==> config.mk <==
export PLATFORM = sky130hd
export DESIGN_NAME = hamming_link_ctrl
export DESIGN_NICKNAME = d
export VERILOG_FILES = /design/src/rtl/hamming_link_ctrl.sv
export SDC_FILE = /design/constraint.sdc
export NUM_CORES = 1
export LEC_CHECK = 0
export BUFFER_PORTS_ARGS = -buffer_cell sky130_fd_sc_hd__buf_2
export CAP_MARGIN = 20
export CORE_ASPECT_RATIO = 0.75
export CORE_MARGIN = 2
export CORE_UTILIZATION = 40
export DETAILED_ROUTE_END_ITERATION = 16
export SYNTH_ARGS = -nofsm -noshare
export SYNTH_HDL_FRONTEND = slang
export SYNTH_SLANG_ARGS = --single-unit
==> constraint.sdc <==
create_clock -name clk -period 4.2 [get_ports clk]
set_input_delay 0.42 -clock clk [delete_from_list [all_inputs] [get_ports clk]]
set_output_delay 0.42 -clock clk [all_outputs]
set_load 0.05 [all_outputs]
==> src/rtl/hamming_link_ctrl.sv <==
// (7,4) Hamming serial link controller: TX collect/encode/serialize, RX frame/decode/correct; HAMM_LOOPBACK_EN adds loopback.
// Latency: 4th TX bit accepted -> first line bit 2 cycles later; 7th RX bit -> dec_vld 2 cycles later.
// Backpressure: ser_rdy drops while the TX nibble hold is full; an unconsumed dec_data is overwritten and flags rx_ovf.
module hamming_link_ctrl #(
  parameter int CNT_W = 8
) (
  input  logic             clk,
  input  logic             rst_n,
`ifdef HAMM_LOOPBACK_EN
  input  logic             loopback,
`endif
  input  logic             ser_in,
  input  logic             ser_vld,
  output logic             ser_rdy,
  output logic             line_out,
  output logic             line_vld,
  output logic             line_sof,
  input  logic             line_in,
  input  logic             line_ivld,
  input  logic             line_isof,
  output logic [3:0]       dec_data,
  output logic             dec_vld,
  input  logic             dec_rdy,
  output logic [2:0]       err_idx,
  output logic             rx_ovf,
  output logic             sync_err,
  output logic [CNT_W-1:0] corr_cnt
);

  typedef struct packed {
    logic [3:0] data;
    logic [2:0] idx;
  } dec_t;

  typedef enum logic {TX_IDLE, TX_SHIFT} tx_state_t;
  typedef enum logic {RX_IDLE, RX_RECV} rx_state_t;

  function automatic logic [6:0] hamm_enc(input logic [3:0] d);
    logic p1, p2, p4;
    p1 = d[0] ^ d[1] ^ d[3];
    p2 = d[0] ^ d[2] ^ d[3];
    p4 = d[1] ^ d[2] ^ d[3];
    return {d[3], d[2], d[1], p4, d[0], p2, p1};
  endfunction

  // Only the data positions are ever corrected; parity bits are not delivered.
  function automatic dec_t hamm_dec(input logic [6:0] c);
    dec_t       r;
    logic [2:0] s;
    s[0] = c[0] ^ c[2] ^ c[4] ^ c[6];
    s[1] = c[1] ^ c[2] ^ c[5] ^ c[6];
    s[2] = c[3] ^ c[4] ^ c[5] ^ c[6];
    r.data[3] = c[6] ^ (s == 3'd7);
    r.data[2] = c[5] ^ (s == 3'd6);
    r.data[1] = c[4] ^ (s == 3'd5);
    r.data[0] = c[2] ^ (s == 3'd3);
    r.idx     = s;
    return r;
  endfunction

  // ---------------- TX collector ----------------
  logic [1:0] col_cnt;
  logic [2:0] col_sr;
  logic [3:0] hold_nib;
  logic       hold_full;
  logic       ser_acc;
  logic       hold_set;
  logic       hold_clr;
  tx_state_t  tx_state;
  logic [6:0] tx_sr;
  logic [2:0] tx_cnt;

  assign ser_rdy  = ~hold_full;
  assign ser_acc  = ser_vld & ser_rdy;
  assign hold_set = ser_acc & (col_cnt == 2'd3);
  assign hold_clr = hold_full & ((tx_state == TX_IDLE) | (tx_cnt == 3'd6));
  assign line_out = tx_sr[6];

  always_ff @(posedge clk or negedge rst_n) begin
    if (!rst_n) begin
      col_cnt   <= 2'd0;
      col_sr    <= 3'd0;
      hold_nib  <= 4'd0;
      hold_full <= 1'b0;
    end else begin
      if (ser_acc) begin
        col_cnt <= col_cnt + 2'd1;
        col_sr  <= {col_sr[1:0], ser_in};
      end
      if (hold_set) begin
        hold_nib  <= {col_sr, ser_in};
        hold_full <= 1'b1;
      end else if (hold_clr) begin
        hold_full <= 1'b0;
      end
    end
  end

  // ---------------- TX serializer FSM ----------------
  always_ff @(posedge clk or negedge rst_n) begin
    if (!rst_n) begin
      tx_state <= TX_IDLE;
      tx_sr    <= 7'd0;
      tx_cnt   <= 3'd0;
      line_vld <= 1'b0;
      line_sof <= 1'b0;
    end else begin
      case (tx_state)
        TX_IDLE: begin
          if (hold_full) begin
            tx_sr    <= hamm_enc(hold_nib);
            tx_cnt   <= 3'd0;
            line_vld <= 1'b1;
            line_sof <= 1'b1;
            tx_state <= TX_SHIFT;
          end
        end
        TX_SHIFT: begin
          if (tx_cnt == 3'd6) begin
            if (hold_full) begin
              // Next nibble already waiting: start its frame without an idle cycle.
              tx_sr    <= hamm_enc(hold_nib);
              tx_cnt   <= 3'd0;
              line_sof <= 1'b1;
            end else begin
              tx_sr    <= 7'd0;
              tx_cnt   <= 3'd0;
              line_vld <= 1'b0;
              line_sof <= 1'b0;
              tx_state <= TX_IDLE;
            end
          end else begin
            tx_sr    <= {tx_sr[5:0], 1'b0};
            tx_cnt   <= tx_cnt + 3'd1;
            line_sof <= 1'b0;
          end
        end
        default: tx_state <= TX_IDLE;
      endcase
    end
  end

  // ---------------- RX framer ----------------
  logic       rx_bit;
  logic       rx_vld;
  logic       rx_sof;
  rx_state_t  rx_state;
  logic [5:0] rx_sr;
  logic [2:0] rx_cnt;
  logic [6:0] rx_cw;
  logic       rx_done;
  dec_t       dec_nxt;

`ifdef HAMM_LOOPBACK_EN
  assign rx_bit = loopback ? line_out : line_in;
  assign rx_vld = loopback ? line_vld : line_ivld;
  assign rx_sof = loopback ? line_sof : line_isof;
`else
  assign rx_bit = line_in;
  assign rx_vld = line_ivld;
  assign rx_sof = line_isof;
`endif

  always_ff @(posedge clk or negedge rst_n) begin
    if (!rst_n) begin
      rx_state <= RX_IDLE;
      rx_sr    <= 6'd0;
      rx_cnt   <= 3'd0;
      rx_cw    <= 7'd0;
      rx_done  <= 1'b0;
      sync_err <= 1'b0;
    end else begin
      rx_done  <= 1'b0;
      sync_err <= 1'b0;
      if (rx_vld) begin
        if (rx_sof) begin
          // sof always restarts framing, dropping any partial frame.
          rx_sr    <= {5'd0, rx_bit};
          rx_cnt   <= 3'd1;
          rx_state <= RX_RECV;
        end else if (rx_state == RX_RECV) begin
          if (rx_cnt == 3'd6) begin
            rx_cw    <= {rx_sr, rx_bit};
            rx_done  <= 1'b1;
            rx_cnt   <= 3'd0;
            rx_state <= RX_IDLE;
          end else begin
            rx_sr  <= {rx_sr[4:0], rx_bit};
            rx_cnt <= rx_cnt + 3'd1;
          end
        end else begin
          sync_err <= 1'b1;
        end
      end
    end
  end

  // ---------------- RX decode / output hold ----------------
  assign dec_nxt = hamm_dec(rx_cw);

  always_ff @(posedge clk or negedge rst_n) begin
    if (!rst_n) begin
      dec_data <= 4'd0;
      err_idx  <= 3'd0;
      dec_vld  <= 1'b0;
      rx_ovf   <= 1'b0;
      corr_cnt <= '0;
    end else begin
      if (rx_done) begin
        dec_data <= dec_nxt.data;
        err_idx  <= dec_nxt.idx;
        dec_vld  <= 1'b1;
        if (dec_vld && !dec_rdy) rx_ovf <= 1'b1;
        if ((dec_nxt.idx != 3'd0) && (corr_cnt != '1)) corr_cnt <= corr_cnt + CNT_W'(1);
      end else if (dec_rdy) begin
        dec_vld <= 1'b0;
      end
    end
  end

endmodule
==> flow_summary.yaml, run 1 <==
outcome:
  status: "finished clean"
clocking:
  cts_hold_buf: 0
  root_buffer: "clkbuf_8"
  clk_latency_ns: 0.34
  postCtsSetupRepairBufs: 0
  cts_sinks: 59
  clkTransAtPathRegs_ns: 0.06
  tritoncts: "built"
  cts_buffers: 9
  cts_resized: 0
  clock_path_buffers: 2
  htree_levels: 3
floorplanning:
  dieArea_mm2: 0.00755
  initial_utilization_pct: 40.8
  core_area_mm2: 0.00673
  chipWidth_um: 99.7
  dieHeight_um: 75.8
  rows: 26
  io_pins: 30
setup_path:
  startpoint: "rx_cw[6]$_DFFE_PN0P_"
  reg2reg_to: "corr_cnt[1]$_DFFE_PN0P_"
  crit_chain: "xnor3_1 -> xor2_1 -> a21boi_4 -> or2_4 -> mux2_4"
  critPathSlowestCell: "dfrtp_1"
  worstSetupStartpointType: "register"
  crit_end: "corr_cnt[1]$_DFFE_PN0P_"
  r2r_start: "rx_cw[6]$_DFFE_PN0P_"
  end_kind: "register"
  rrSetupSlack_ns: 2.02
  cp.required_ns: 4.42
  rr_worst_depth: 5
  critical_path.top_delay_family: "XOR/XNOR gates"
  crit_buf_inv: 0
  crit_path_max_incr_delay_ns: 0.51
  path_max_fanout: 9
  cp.depth: 5
  arrival_ns: 2.40
  worstSetupPathType: "reg2reg"
global_routing:
  grt_pass1_vias: 1770
  grt_start_max_net_pins: 32
  grt-ovfl-total: 0
  grt_pass1_wl_um: 8340
  grt_antenna_before_repair: 0
  track_usage_pct: 14.4
timing:
  max_freq_mhz: 459
  min_period_ns: 2.18
  setup_ws_ns: 2.02
  report.final.slew_viol_count: 0
  fin_tns_setup_ns: 0
  tightest_slew_ns: 0.890
  fin_crit_sh_pct: 51.9
  slew_headroom_pct: 40.2
  fin_skew_ns: 0.00712
  hold_viol_final: 0
  setup_viol: 0
  rsz0062_at_grt: "false"
run:
  maxCapViolCount: 0
cells_and_area:
  num_antenna_cells: 0
  design_area_mm2: 0.00313
  fin_nets: 286
  n_fill_cell: 646
  final_cells: 365
  area_growth_pct: 13.9
  drive_above_1_share_pct: 23.5
logic_synthesis:
  seq_area_frac_synth_pct: 53.7
  syn-cell-area_mm2: 0.00275
  synth_fp_nets: 254
  synth-warning-count: 0
  synth_edf_count: 0
  ys_types: 44
  avgSynthCellArea_um2: 11.3
  synth_seq_cells: 59
  synth_cells: 244
  synth_ff_type: "dfrtp_1"
  ys_async_sr_fraction_pct: 100
placement:
  gp_congestion: 0.784
  dp_hpwl_um: 3280
  place_ws_ns: 2.05
  portBuffers: 29
  postPlaceCellArea_mm2: 0.00296
  placedCellCount: 349
pwr:
  p_leak_nw: 1.52
  powerDensity_mw_per_mm2: 583
  ir_drop_mv: 0.194
  total_power_mw: 1.82
route:
  wl_per_cell_um: 13.3
  drc: 0
  vias_per_cell: 5.23
  antenna_left: 0
  drtIter0Drc: 130
  vias: 1910
  first_pass_iters: 6
  drt_wl_total_um: 4840
hold_path:
  hold_class: "in2async"
[how the worst min path moves through the flow]
stage / depth (start not counted) / to / startpoint / slack, ns
after floorplan: 0 / col_cnt[0]$_DFFE_PN0P_ / rst_n / 0.12
after global placement: 1 / rx_ovf$_DFFE_PN0P_ / rx_ovf$_DFFE_PN0P_ / 0.44
after detailed placement: 1 / rx_ovf$_DFFE_PN0P_ / rx_ovf$_DFFE_PN0P_ / 0.45
after CTS: 1 / tx_sr[6]$_DFFE_PN0P_ / rst_n / 0.12
after global routing: 1 / tx_sr[5]$_DFFE_PN0P_ / rst_n / 0.15
final: 1 / hold_nib[2]$_DFFE_PN0P_ / rst_n / 0.11
[cells by family after synthesis]
| logic type | synth area share [%] |
|---|---|
| adders and majority gates | 0.911 |
| muxes | 8.24 |
| AOI/OAI and AO/OA | 13.1 |
| xor gates and xnor gates | 8.79 |
| DFF | 53.7 |
| and+or+nand+nor | 12.0 |
| buffers and inverters | 3.23 |
[cell type report]
type	instances	area, um^2	share of cell area, %
clock inverters	2	10.0	0.320
repair buffers	30	153	4.88
inverters	11	41.3	1.32
multi-input cells	165	1180	37.8
well taps	84	105	3.36
flip-flops and latches	59	1480	47.2
clock buffers	14	163	5.20
[per-stage QoR]
step,utilization (%),hold WS [ns]
after CTS,46.5,0.125
after global placement,43.9,0.443
after detailed placement,43.9,0.448
after global routing,46.5,0.153
final,46.5,0.113
after floorplan,-,0.124
[cell usage in the layout (no fill, tap or decap), types with 2 or more instances in the layout]
| cell | n |
|---|---|
| a32oi_1 | 3 |
| buf_2 | 29 |
| a22oi_1 | 2 |
| clkinv_2 | 2 |
| nand2_1 | 18 |
| clkbuf_8 | 11 |
| a22o_1 | 8 |
| nand2b_1 | 3 |
| clkbuf_1 | 3 |
| nor2_1 | 12 |
| dfrtp_1 | 59 |
| mux2_2 | 17 |
| ha_1 | 2 |
| nor3b_1 | 4 |
| xnor2_1 | 11 |
| nor2b_1 | 3 |
| xor2_1 | 14 |
| nand3_1 | 11 |
| a21oi_1 | 12 |
| inv_1 | 11 |
| o22ai_1 | 2 |
| nor3_1 | 7 |
| mux2i_1 | 2 |
| o21ai_0 | 13 |
| a222oi_1 | 2 |
[synthesized netlist by cell type (2+ instances only)]
library cell  number  area, um^2
nand2b_1           3        18.8
mux2i_1            2        20.0
ha_1               2        25.0
a22o_1             8        70.1
nand3_1           11        55.1
mux2_2            17         191
inv_1             11        41.3
xnor2_1           11        96.3
nor3b_1            4        30.0
nor2b_1            3        18.8
clkbuf_1           5        18.8
nand2_1           18        67.6
nor3_1             7        35.0
a32oi_1            3        26.3
buf_2              2        10.0
dfrtp_1           59        1480
a222oi_1           2        20.0
xor2_1            14         123
nor2_1            12        45.0
a22oi_1            2        15.0
a21oi_1           12        60.1
o21ai_0           13        65.1
o22ai_1            2        12.5
[state kept, by name, indices dropped and copies added (netlist names), 2 cells and up]
signal	cells
rx_cw	7
rx_cnt	3
tx_cnt	3
corr_cnt	8
tx_sr	7
hold_nib	4
err_idx	3
dec_data	4
rx_sr	6
col_cnt	2
col_sr	3
[per-layer routing]
layer  GRT usage [%]  vias to the layer above  part of all wire (%)
li1                -                      930                     -
met1            20.0                      926                    53
met2            20.3                       42                    41
met3            6.24                       12                   5.0
met4            5.02                        0                   1.4
met5               0                        -                     0
[report_power, final]
part / switching, mW / internal [mW]
Sequential: 0.124 / 0.700
Clock: 0.210 / 0.245
Combinational: 0.336 / 0.209
Total: 0.670 / 1.15
No activity file was read; power rests on OpenSTA's default activity.
==> inputs of run 2 (changes only) <==
==> constraint.sdc (replaced) <==
create_clock -name clk -period 2.12 [get_ports clk]
set_input_delay 0.212 -clock clk [delete_from_list [all_inputs] [get_ports clk]]
set_output_delay 0.212 -clock clk [all_outputs]
set_load 0.05 [all_outputs]
==> flow_summary.yaml, run 2 (synthesis gave the netlist of run 1 again) <==
outcome:
  status: "finished clean"
setup_path:
  critPathSlowestCell: "xnor3_1"
  worstSetupPathType: "reg2reg"
  cp.required_ns: 2.34
  end_kind: "register"
  path_max_fanout: 7
  crit_chain: "xnor3_1 -> xor2_1 -> a21boi_4 -> or2_4 -> mux2_4"
  worstSetupStartpointType: "register"
  crit_path_max_incr_delay_ns: 0.45
  arrival_ns: 2.14
global_routing:
  track_usage_pct: 15.2
  grt_start_max_net_pins: 26
  grt_antenna_before_repair: 0
  grt_pass1_vias: 1842
  grt_pass1_wl_um: 8740
  grt-ovfl-total: 0
timing:
  fin_skew_ns: 0.00671
  fin_tns_setup_ns: 0
  hold_viol_final: 0
  fin_crit_sh_pct: 90.5
  max_freq_mhz: 521
  rsz0062_at_grt: "false"
  report.final.slew_viol_count: 0
  setup_viol: 0
  tightest_slew_ns: 0.633
  min_period_ns: 1.92
  slew_headroom_pct: 57.6
pwr:
  power_frac_seq_pct: 44.9
  sw_frac_of_total_pct: 36.5
  p_comb_share_pct: 30.9
  p_clk_share_pct: 24.3
  p_switching_mw: 1.32
  internal-power_mw: 2.30
  ir_drop_mv: 0.495
  powerDensity_mw_per_mm2: 1120
  p_leak_nw: 1.60
route:
  vias: 1946
  wl_per_cell_um: 13.2
  drt_wl_total_um: 5000
  vias_per_cell: 5.15
  drtIter0Drc: 83
  antenna_left: 0
  first_pass_iters: 5
  drc: 0
clocking:
  cts_sinks: 59
  cts_buffers: 9
  clkTransAtPathRegs_ns: 0.07
  root_buffer: "clkbuf_8"
  tritoncts: "built"
  cts_resized: 0
  clk_latency_ns: 0.33
  htree_levels: 3
  clock_path_buffers: 2
floorplanning:
  dieArea_mm2: 0.00755
  io_pins: 30
  chipWidth_um: 99.7
  core_area_mm2: 0.00673
  initial_utilization_pct: 40.8
  rows: 26
  dieHeight_um: 75.8
cells_and_area:
  largestRegisters: "corr_cnt: 8 flops, rx_cw: 7 flops, tx_sr: 7 flops"
  multi_input_area_mm2: 0.00118
  regArea_mm2: 0.00148
  num_antenna_cells: 0
  drive_above_1_share_pct: 27.6
  area_growth_pct: 17.9
  fin_nets: 301
  final_common_cell: "dfrtp_1"
  largest_reg_flops: 8
  mostFrequentLayoutCells: "dfrtp_1 (59), buf_2 (29), nand2_1 (18), mux2_2 (17), buf_4 (15)"
  regMostFlops: "corr_cnt"
  final_cells: 378
  design_area_mm2: 0.00324
  n_fill_cell: 616
placement:
  placedCellCount: 363
  dp_hpwl_um: 3490
  postPlaceCellArea_mm2: 0.00306
  portBuffers: 29
  gp_congestion: 0.751
hold_path:
  hold_class: "in2reg"
run:
  maxCapViolCount: 0
run 2: cell count changes in the layout (fill, tap and decap cells not counted):
cell           delta
buf_4            +14
clkbuf_1          -3
clkinv_2          +1
dlygate4sd3_1     +1
run 2: cell type report:
type / instances / area share, %
Inverter: 11 / 1.27
Clock inverter: 3 / 0.463
Tap cell: 84 / 3.24
Timing Repair Buffer: 45 / 8.27
Sequential cell: 59 / 45.6
Clock buffer: 11 / 4.67
Multi-Input combinational cell: 165 / 36.5
run 2: critical path: cells and delay by family, from the launching register on:
family | cells | cell delay (ns)
AO/OA/AOI/OAI | 1 | 0.29
XOR/XNOR | 2 | 0.63
flip-flops | 1 | 0.43
multiplexers | 1 | 0.29
AND/OR/NAND/NOR | 1 | 0.18
run 2: power by group through the flow:
stage               clock network, mW  registers [mW]  logic (mW)
floorplan                           0            1.80       0.678
global placement                    0            1.64        1.11
detailed placement                  0            1.64        1.13
CTS                             0.919            1.63        1.13
global route                    0.969            1.67        1.25
finish                          0.878            1.62        1.12
run 2: per-stage QoR:
stage          power, mW  utilization [%]  hold slack (ns)  setup slack, ns
2_1_floorplan       2.48                -          -0.0836            0.192
3_3_place_gp        2.75             45.5            0.235            0.226
3_5_place_dp        2.77             45.5            0.236            0.199
4_1_cts             3.68             48.1            0.118            0.191
5_1_grt             3.89             48.1            0.129           0.0465
6_report            3.62             48.1            0.134            0.200
run 2: what timing repair did:
action | in CTS | in global routing
setup buffers | 0 | 0
endpoints found under the hold margin | 23 | 0
hold buffers | 1 | 0
run 2: worst paths after layout:
path	startpoint	to	slack [ns]	cells past startpoint
max	rx_cw[6]$_DFFE_PN0P_	corr_cnt[1]$_DFFE_PN0P_	0.20	5
min	ser_in	hold_nib[0]$_DFFE_PN0P_	0.13	2
max reg2reg	rx_cw[6]$_DFFE_PN0P_	corr_cnt[1]$_DFFE_PN0P_	0.20	5
min reg2reg	rx_ovf$_DFFE_PN0P_	rx_ovf$_DFFE_PN0P_	0.46	1
max in group asynchronous	rst_n	dec_vld$_DFFE_PN0P_	1.07	3
min in group asynchronous	rst_n	hold_nib[0]$_DFFE_PN0P_	0.40	2
run 2: layer usage:
metal  track usage, %  vias up  wire, um
li1                 -      957         -
met1             20.1      945      2540
met2             22.2       39      2140
met3             5.78        5       262
met4             7.31        0        57
met5                0        -         0
==> inputs of run 3 (changes only) <==
--- a/config.mk
+++ b/config.mk
@@ -7,10 +7,11 @@
 export LEC_CHECK = 0
 export BUFFER_PORTS_ARGS = -buffer_cell sky130_fd_sc_hd__buf_2
 export CAP_MARGIN = 20
-export CORE_ASPECT_RATIO = 0.75
+export CORE_ASPECT_RATIO = 1.4
 export CORE_MARGIN = 2
 export CORE_UTILIZATION = 40
 export DETAILED_ROUTE_END_ITERATION = 16
+export RECOVER_POWER = 25
 export SYNTH_ARGS = -nofsm -noshare
 export SYNTH_HDL_FRONTEND = slang
 export SYNTH_SLANG_ARGS = --single-unit
==> flow_summary.yaml, run 3 (synthesis gave the netlist of run 1 again) <==
clocking:
  clk_latency_ns: 0.33
  cts_hold_buf: 1
  postCtsSetupRepairBufs: 0
  clkTransAtPathRegs_ns: 0.07
  clock_path_buffers: 2
  cts_buffers: 9
  root_buffer: "clkbuf_8"
  cts_sinks: 59
  tritoncts: "built"
  cts_resized: 0
  htree_levels: 3
cells_and_area:
  final_util_pct: 49.2
  multi_input_area_mm2: 0.00118
  mostFrequentLayoutCells: "dfrtp_1 (59), buf_2 (28), nand2_1 (18), mux2_2 (17), xor2_1 (14)"
  regMostFlops: "corr_cnt"
  design_area_mm2: 0.00325
  n_fill_cell: 624
  regArea_mm2: 0.00148
  fin_nets: 297
  area_growth_pct: 18.4
  final_cells: 384
  num_antenna_cells: 0
  final_common_cell: "dfrtp_1"
  largest_reg_flops: 8
  drive_above_1_share_pct: 26.0
  largestRegisters: "corr_cnt: 8 flops, rx_cw: 7 flops, tx_sr: 7 flops"
placement:
  gp_congestion: 0.806
  dp_hpwl_um: 3500
  placedCellCount: 367
  portBuffers: 29
  place_ws_ns: 0.241
  postPlaceCellArea_mm2: 0.00306
route:
  vias: 1955
  vias_per_cell: 5.09
  drc: 0
  drtIter0Drc: 146
  antenna_left: 0
  drt_wl_total_um: 4880
  first_pass_iters: 4
  wl_per_cell_um: 12.7
setup_path:
  end_kind: "register"
  r2r_start: "rx_cw[6]$_DFFE_PN0P_"
  cp.required_ns: 2.34
  rr_worst_depth: 5
  reg2reg_to: "corr_cnt[1]$_DFFE_PN0P_"
  crit_end: "corr_cnt[1]$_DFFE_PN0P_"
  arrival_ns: 2.08
  worstSetupStartpointType: "register"
  startpoint: "rx_cw[6]$_DFFE_PN0P_"
  path_max_fanout: 7
  rrSetupSlack_ns: 0.25
  worstSetupPathType: "reg2reg"
global_routing:
  grt.busiest_layer: "met2"
  track_usage_pct: 14.7
  grt-ovfl-total: 0
  use_met2_pct: 23.4
  met3_usage_pct: 2.96
  met1_usage_pct: 18.3
  grt_antenna_before_repair: 0
  grt_pass1_vias: 1878
  grt_pass1_wl_um: 8560
  grt_start_max_net_pins: 37
pwr:
  p_leak_nw: 1.58
  ir_drop_mv: 0.492
  total_power_mw: 3.73
  powerDensity_mw_per_mm2: 1140
timing:
  fin_crit_sh_pct: 88.2
  tightest_slew_ns: 1.34
  hold_slack_ns: 0.130
  rsz0062_at_grt: "false"
  fin_tns_setup_ns: 0
  min_period_ns: 1.87
  report.final.slew_viol_count: 0
  hold_viol_final: 0
  setup_viol: 0
  setup_ws_ns: 0.251
  max_freq_mhz: 535
  fin_skew_ns: 0.00778
  slew_headroom_pct: 10.4
hold_path:
  hold_class: "in2reg"
floorplanning:
  dieArea_mm2: 0.00756
  rows: 35
  initial_utilization_pct: 41.6
  dieHeight_um: 102
  chipWidth_um: 74.0
  io_pins: 30
  core_area_mm2: 0.00661
run:
  maxCapViolCount: 0
outcome:
  status: "finished clean"
==> run 3: cell types whose count changed in the layout (fill, tap and decap cells not counted) <==
cell,previous run,this run
buf_12,0,1
clkinvlp_4,0,1
bufinv_16,0,1
clkbuf_8,11,10
clkbuf_1,0,3
buf_2,29,28
buf_4,15,9
==> run 3: per-layer routing <==
layer / wire, um / share of wire (%) / vias up
met4: 117 / 2.4 / 0
met3: 151 / 3.1 / 9
met1: 2230 / 46 / 955
met2: 2380 / 49 / 37
met5: 0 / 0 / -
li1: - / - / 954
==> run 3: worst min path at each step <==
stage / startpoint / endpoint / slack, ns / cells after the start
global placement: rst_n / tx_cnt[1]$_DFFE_PN0P_ / 0.23 / 1
global route: ser_in / col_sr[0]$_DFFE_PN0P_ / 0.13 / 2
detailed placement: rst_n / tx_cnt[1]$_DFFE_PN0P_ / 0.24 / 1
CTS: ser_in / col_sr[0]$_DFFE_PN0P_ / 0.11 / 2
finish: ser_in / col_sr[0]$_DFFE_PN0P_ / 0.13 / 2
floorplan: rst_n / col_cnt[0]$_DFFE_PN0P_ / -0.08 / 0
==> run 3: layout make-up <==
| class | count | area share [%] |
|---|---|---|
| flip-flops and latches | 59 | 45.4 |
| multi-input cells | 165 | 36.3 |
| repair buffers | 41 | 7.54 |
| inverters | 11 | 1.27 |
| clock buffers | 11 | 4.34 |
| well taps | 92 | 3.54 |
| clock inverters | 5 | 1.61 |
==> run 3: power breakdown <==
| part | leakage [nW] | total (mW) | internal, mW | switching [mW] |
|---|---|---|---|---|
| Combinational | 0.705 | 1.10 | 0.434 | 0.668 |
| Sequential | 0.776 | 1.62 | 1.39 | 0.238 |
| Clock | 0.0991 | 0.999 | 0.569 | 0.431 |
| Total | 1.58 | 3.73 | 2.39 | 1.34 |
==> run 3: worst max-delay path, cell delays in order, from the launching register on <==
cell and delay, ns:
dfrtp_1 0.40, xnor3_1 0.44, xor2_1 0.18, a21boi_4 0.28
or2_4 0.17, mux2_4 0.29
